### src/rtl/rng_mod_reduce_if.sv
// Start/done handshake bundle between the RNG front end and rng_mod_reduce.
// The base input exists only when RNG_MOD_BASE_EN is defined.
interface rng_mod_reduce_if #(
    parameter int W = 16
);
    logic         start;
    logic [W-1:0] value;
    logic [W-1:0] count;
`ifdef RNG_MOD_BASE_EN
    logic [W-1:0] base;
`endif
    logic         ready;
    logic         done;
    logic [W-1:0] address;
    logic         err_zero;

`ifdef RNG_MOD_BASE_EN
    modport master (output start, value, count, base,
                    input  ready, done, address, err_zero);
    modport slave  (input  start, value, count, base,
                    output ready, done, address, err_zero);
`else
    modport master (output start, value, count,
                    input  ready, done, address, err_zero);
    modport slave  (input  start, value, count,
                    output ready, done, address, err_zero);
`endif
endinterface

### src/rtl/rng_mod_reduce.sv
// Maps a raw random word to value mod count with a fixed-latency bit-serial restoring divider.
// Optional RNG_MOD_BASE_EN adds a captured base offset to the result (wraps modulo 2^W).
module rng_mod_reduce #(
    parameter int W = 16
) (
    input  logic            clock,
    input  logic            nrst,
    rng_mod_reduce_if.slave bus
);
    localparam int CW = $clog2(W + 1);

    typedef enum logic [1:0] {
        IDLE,
        DIV,
        FIN
    } state_t;

    state_t        state;
    state_t        state_next;
    logic [W-1:0]  dividend;
    logic [W-1:0]  divisor;
    logic [W-1:0]  rem;
    logic [CW-1:0] bit_cnt;
    logic          zero_flag;
    logic          done_q;
    logic [W-1:0]  address_q;
    logic          err_zero_q;
`ifdef RNG_MOD_BASE_EN
    logic [W-1:0]  base_q;
`endif

    logic [W:0]    rem_shift;
    logic          rem_ge;
    logic [W-1:0]  rem_next;
    logic          last_bit;

    // The shifted partial remainder needs one extra bit before the compare.
    assign rem_shift = {rem, dividend[W-1]};
    assign rem_ge    = (rem_shift >= {1'b0, divisor});
    assign rem_next  = rem_ge ? W'(rem_shift - {1'b0, divisor}) : rem_shift[W-1:0];
    assign last_bit  = (bit_cnt == CW'(W - 1));

    always_ff @(posedge clock) begin
        if (!nrst) begin
            state <= IDLE;
        end else begin
            state <= state_next;
        end
    end

    always_comb begin
        state_next = state;
        case (state)
            IDLE: begin
                if (bus.start) begin
                    state_next = (bus.count == '0) ? FIN : DIV;
                end
            end
            DIV: begin
                if (last_bit) begin
                    state_next = FIN;
                end
            end
            FIN:     state_next = IDLE;
            default: state_next = IDLE;
        endcase
    end

    always_ff @(posedge clock) begin
        if (!nrst) begin
            dividend   <= '0;
            divisor    <= '0;
            rem        <= '0;
            bit_cnt    <= '0;
            zero_flag  <= 1'b0;
            done_q     <= 1'b0;
            address_q  <= '0;
            err_zero_q <= 1'b0;
`ifdef RNG_MOD_BASE_EN
            base_q     <= '0;
`endif
        end else begin
            done_q <= 1'b0;
            case (state)
                IDLE: begin
                    if (bus.start) begin
                        dividend   <= bus.value;
                        divisor    <= bus.count;
                        rem        <= '0;
                        bit_cnt    <= '0;
                        zero_flag  <= (bus.count == '0);
                        address_q  <= '0;
                        err_zero_q <= 1'b0;
`ifdef RNG_MOD_BASE_EN
                        base_q     <= bus.base;
`endif
                    end
                end
                DIV: begin
                    rem      <= rem_next;
                    dividend <= dividend << 1;
                    bit_cnt  <= bit_cnt + CW'(1);
                end
                FIN: begin
                    // Result and done are registered together so they appear in the same cycle.
                    done_q     <= 1'b1;
                    err_zero_q <= zero_flag;
`ifdef RNG_MOD_BASE_EN
                    address_q  <= zero_flag ? base_q : rem + base_q;
`else
                    address_q  <= zero_flag ? '0 : rem;
`endif
                end
                default: ;
            endcase
        end
    end

    assign bus.ready    = (state == IDLE);
    assign bus.done     = done_q;
    assign bus.address  = address_q;
    assign bus.err_zero = err_zero_q;
endmodule
### src/flat_wrapper.sv
// flat-port wrapper written by rule: the top's interface ports become plain ports
module rng_mod_reduce_flat 
#(
    parameter int W = 16
)
  (clock, nrst, bus_start, bus_value, bus_count, bus_ready, bus_done, bus_address, bus_err_zero);
  rng_mod_reduce_if #(.W(W)) bus_i ();
  input  logic clock;
  input  logic nrst;
  input wire logic [$bits(bus_i.start)-1:0] bus_start;
  input wire logic [$bits(bus_i.value)-1:0] bus_value;
  input wire logic [$bits(bus_i.count)-1:0] bus_count;
  output wire logic [$bits(bus_i.ready)-1:0] bus_ready;
  output wire logic [$bits(bus_i.done)-1:0] bus_done;
  output wire logic [$bits(bus_i.address)-1:0] bus_address;
  output wire logic [$bits(bus_i.err_zero)-1:0] bus_err_zero;
  assign bus_i.start = bus_start;
  assign bus_i.value = bus_value;
  assign bus_i.count = bus_count;
  assign bus_ready = bus_i.ready;
  assign bus_done = bus_i.done;
  assign bus_address = bus_i.address;
  assign bus_err_zero = bus_i.err_zero;
  rng_mod_reduce #(.W(W)) u_core (.clock(clock), .nrst(nrst), .bus(bus_i));
endmodule
### config.mk
export PLATFORM = sky130hd
export DESIGN_NAME = rng_mod_reduce_flat
export DESIGN_NICKNAME = d
export VERILOG_FILES = /design/src/rtl/rng_mod_reduce_if.sv /design/src/rtl/rng_mod_reduce.sv /design/src/flat_wrapper.sv
export SDC_FILE = /design/constraint.sdc
export NUM_CORES = 1
export LEC_CHECK = 0
export CAP_MARGIN = 20
export CELL_PAD_IN_SITES_DETAIL_PLACEMENT = 0
export CELL_PAD_IN_SITES_GLOBAL_PLACEMENT = 1
export CORE_MARGIN = 4
export CORE_UTILIZATION = 42
export CTS_CLUSTER_SIZE = 30
export DETAILED_ROUTE_END_ITERATION = 10
export PLACE_DENSITY = 0.88
export SYNTH_ARGS = -nofsm -noshare
export SYNTH_HDL_FRONTEND = slang
export SYNTH_SLANG_ARGS = --single-unit
### constraint.sdc
create_clock -name clock -period 2.65 [get_ports clock]
set_input_delay 0.265 -clock clock [delete_from_list [all_inputs] [get_ports clock]]
set_output_delay 0.265 -clock clock [all_outputs]
set_load 0.01 [all_outputs]
==> flow_metrics.env, run 1 <==
export IMPL_outcome="complete, no violations"
export IMPL_clock_latency_ns=0.35
export IMPL_rr_worst_depth=9
export IMPL_synth_top_area_share_pct=36.4
export IMPL_antenna_found_initial=0
export IMPL_crit_family="compound AO/OA/AOI/OAI gates"
export IMPL_fill_cells=886
export IMPL_synth_nets=536
export IMPL_overflow=0
export IMPL_cp_start_kind="flip-flop"
export IMPL_numCtsBuffers=9
export IMPL_drive_gt1_share_pct=11.4
export IMPL_core_area_um2=9330
export IMPL_initial_utilization_pct=43.7
export IMPL_routed_via_density=5.68
export IMPL_die_h_um=107
export IMPL_num_vias=3773
export IMPL_setup_viol=0
export IMPL_drc=0
export IMPL_synthFlopType="dfxtp_1"
export IMPL_maxCapViolations=0
export IMPL_end_kind="flip-flop"
export IMPL_rows=35
export IMPL_synth_edff_count=0
export IMPL_cp_cell_sequence="inv_1 > ha_1 > fa_1 > nand2b_1 > a21oi_2 > o31ai_1 > a2111oi_0 > o21ai_1 > o211ai_1"
export IMPL_syn_inst=482
export IMPL_io_pins=54
export IMPL_drv_slew=0
export IMPL_tightest_slew_ns=0.732
export IMPL_area_growth_pct=21.1
export IMPL_rsz0062_at_grt="no"
export IMPL_synth_avg_cell_area_um2=8.45
export IMPL_antennaDiodeCount=0
export IMPL_die_area_um2=11300
export IMPL_yosys_area_top_type="dfxtp_1"
export IMPL_stdcell_count=664
export IMPL_p_leak_nw=1.91
export IMPL_cp_num_buf_inv=1
export IMPL_path_class="reg2reg"
export IMPL_clk_path_buf_depth=2
export IMPL_finalCritPeriodShare_pct=91.6
export IMPL_p_per_area_nw_per_um2=1150
export IMPL_grt_max_degree=36
export IMPL_finalClockSkew_ns=0.0127
export IMPL_critPathLaunch="u_core.dividend[15]"
export IMPL_drtAntennaViolNets=0
export IMPL_chipWidth_um=107
export IMPL_critical_path_depth=9
export IMPL_slowest_stage="a2111oi_0"
export IMPL_cts_tree="built"
export IMPL_netlist_top_cells_area="dfxtp_1 (36%), nand2_1 (6.4%), ha_1 (5.5%), o221a_2 (4.1%), a22oi_1 (3.3%)"
export IMPL_async_flop_share_pct=0
export IMPL_final_common_cell="dfxtp_1"
export IMPL_drt_initial_drc_count=220
export IMPL_grt_util_all_layers_pct=19.6
export IMPL_routedWlPerCell_um=16.4
export IMPL_path_clk_slew_ns=0.08
export IMPL_cts_max_level=3
export IMPL_nNetsFinal=585
export IMPL_wirelength_um=10900
export IMPL_finalSetupTns_ns=0
export IMPL_place_gp_congestion=0.839
export IMPL_grt_pass1_wl_um=17900
export IMPL_seq_area_frac_synth_pct=36.4
export IMPL_r2r_slack_ns=0.22
export IMPL_hold_class="reg2reg"
export IMPL_arrival_ns=2.70
export IMPL_power_total_mw=5.67
export IMPL_cp_required_ns=2.92
export IMPL_clock_sinks=74
export IMPL_worstHoldPathCells=2
export IMPL_max_stage_delay_ns=0.48
export IMPL_min_period_ns=2.43
export IMPL_finalHoldViolCount=0
export IMPL_port_buffers=53
export IMPL_max_freq_mhz=412
export IMPL_cts_setup_buffers=0
export IMPL_r2r_start="u_core.dividend[15]"
export IMPL_min_to="u_core.divisor[10]"
export IMPL_clockRootBuffer="clkbuf_8"
export IMPL_layout_common_cells="dfxtp_1 (74), nand2_1 (69), clkdlybuf4s50_1 (53)"
export IMPL_grt_pass1_vias=3587
export IMPL_synth_seq_cells=74
export IMPL_synth_cell_types=63
export IMPL_dpl_hpwl_um=8290
export IMPL_worstPathMaxFanout=4
export IMPL_yosys_warnings=0
export IMPL_hp_start="u_core.divisor[10]"
export IMPL_setup_slack_ns=0.222
export IMPL_post_place_ws_ns=0.219
export IMPL_syn_area_um2=4080
export IMPL_irDropWorstVdd_mv=0.493
export IMPL_r2r_end="u_core.rem[10]"
export IMPL_dr_pass1_iters=5
export IMPL_dp_cells=649
export IMPL_slew_headroom_pct=51.2
==> timing repair <==
item / in CTS / in global routing
endpoints found under the setup margin: 0 / 1
gates resized for setup: 0 / 1
hold buffers: 0 / 0
==> cell families after synthesis <==
family	share of synthesized area (%)
mux	0.246
compound gates	30.2
simple gates	20.5
xor+xnor	1.29
fa+ha+maj	6.02
buf+inv	5.43
flops	36.4
==> sequential cells by signal, summed over array words and instances (netlist names) <==
name,count
u_core.bit_cnt,5
u_core.bus.address,16
u_core.bus.done,1
u_core.bus.err_zero,1
u_core.dividend,16
u_core.divisor,16
u_core.rem,16
u_core.state,2
u_core.zero_flag,1
==> worst min-delay path, delay by kind of cell (launching register included) <==
family,cells,cell delay [ns]
flops,1,0.31
simple gates,1,0.05
compound gates,1,0.06
==> worst max path at each step <==
stage,end,slack (ns)
after global placement,u_core.rem[10],0.25
final,u_core.rem[10],0.22
after global routing,u_core.rem[10],0.08
after CTS,u_core.rem[10],0.17
after detailed placement,u_core.rem[10],0.22
after floorplan,u_core.rem[10],0.63
==> metrics by stage <==
stage	utilization (%)	hold slack (ns)	instance area, µm²
after CTS	52.9	0.468	4930
final	52.9	0.465	4940
after detailed placement	50.8	0.458	4740
after floorplan	-	0.410	4080
after global placement	50.7	0.454	4730
after global routing	52.9	0.488	4940
==> metal layers <==
layer / share of wire (%) / GRT usage, % / vias up / wire length [µm]
met5: 0 / 0 / - / 0
met4: 1.7 / 6.67 / 0 / 189
met3: 5.3 / 4.01 / 16 / 577
met2: 45 / 29.7 / 108 / 4890
met1: 48 / 27.7 / 1785 / 5260
li1: - / - / 1864 / -
==> cell type report <==
class,instances,area (µm²),area share [%]
Multi-Input combinational cell,356,2380,48.1
Sequential cell,74,1480,30.0
Timing Repair Buffer,68,643,13.0
Tap cell,129,161,3.27
Clock buffer,9,124,2.51
Inverter,22,82.6,1.67
Clock inverter,6,67.6,1.37
==> Yosys cell counts (all sizes together), types with 3 or more instances <==
cell and count:
nand2 70, nor2 33, dfxtp 74, nor3b 3
nand4 4, clkbuf 16, inv 22, nor2b 19
nor4 5, a21boi 17, o21ai 24, o221ai 4
nor3 8, or3 3, a41oi 4, nand3b 3
a2bb2oi 13, o211ai 12, buf 14, a21o 3
ha 18, and3 8, a21oi 19, nand2b 6
o2111ai 3, o221a 15, o31ai 3, and2 6
o21a 5, a211oi 5, a22oi 18, xnor2 6
nand3 3
==> where the power goes <==
group          leakage (nW)  switching, mW  internal, mW
Clock                0.0917          0.432         0.433
Sequential            0.604          0.198          1.27
Combinational          1.21           2.02          1.32
Total                  1.91           2.65          3.02
Power figures use the tool's default switching activity.
==> run 2, diff against run 1 <==
--- a/config.mk
+++ b/config.mk
@@ -16,3 +16,4 @@
 export SYNTH_ARGS = -nofsm -noshare
 export SYNTH_HDL_FRONTEND = slang
 export SYNTH_SLANG_ARGS = --single-unit
+export TNS_END_PERCENT = 30
==> results of run 2 <==
No change in the layout: final DEF, timing and power equal those of run 1.
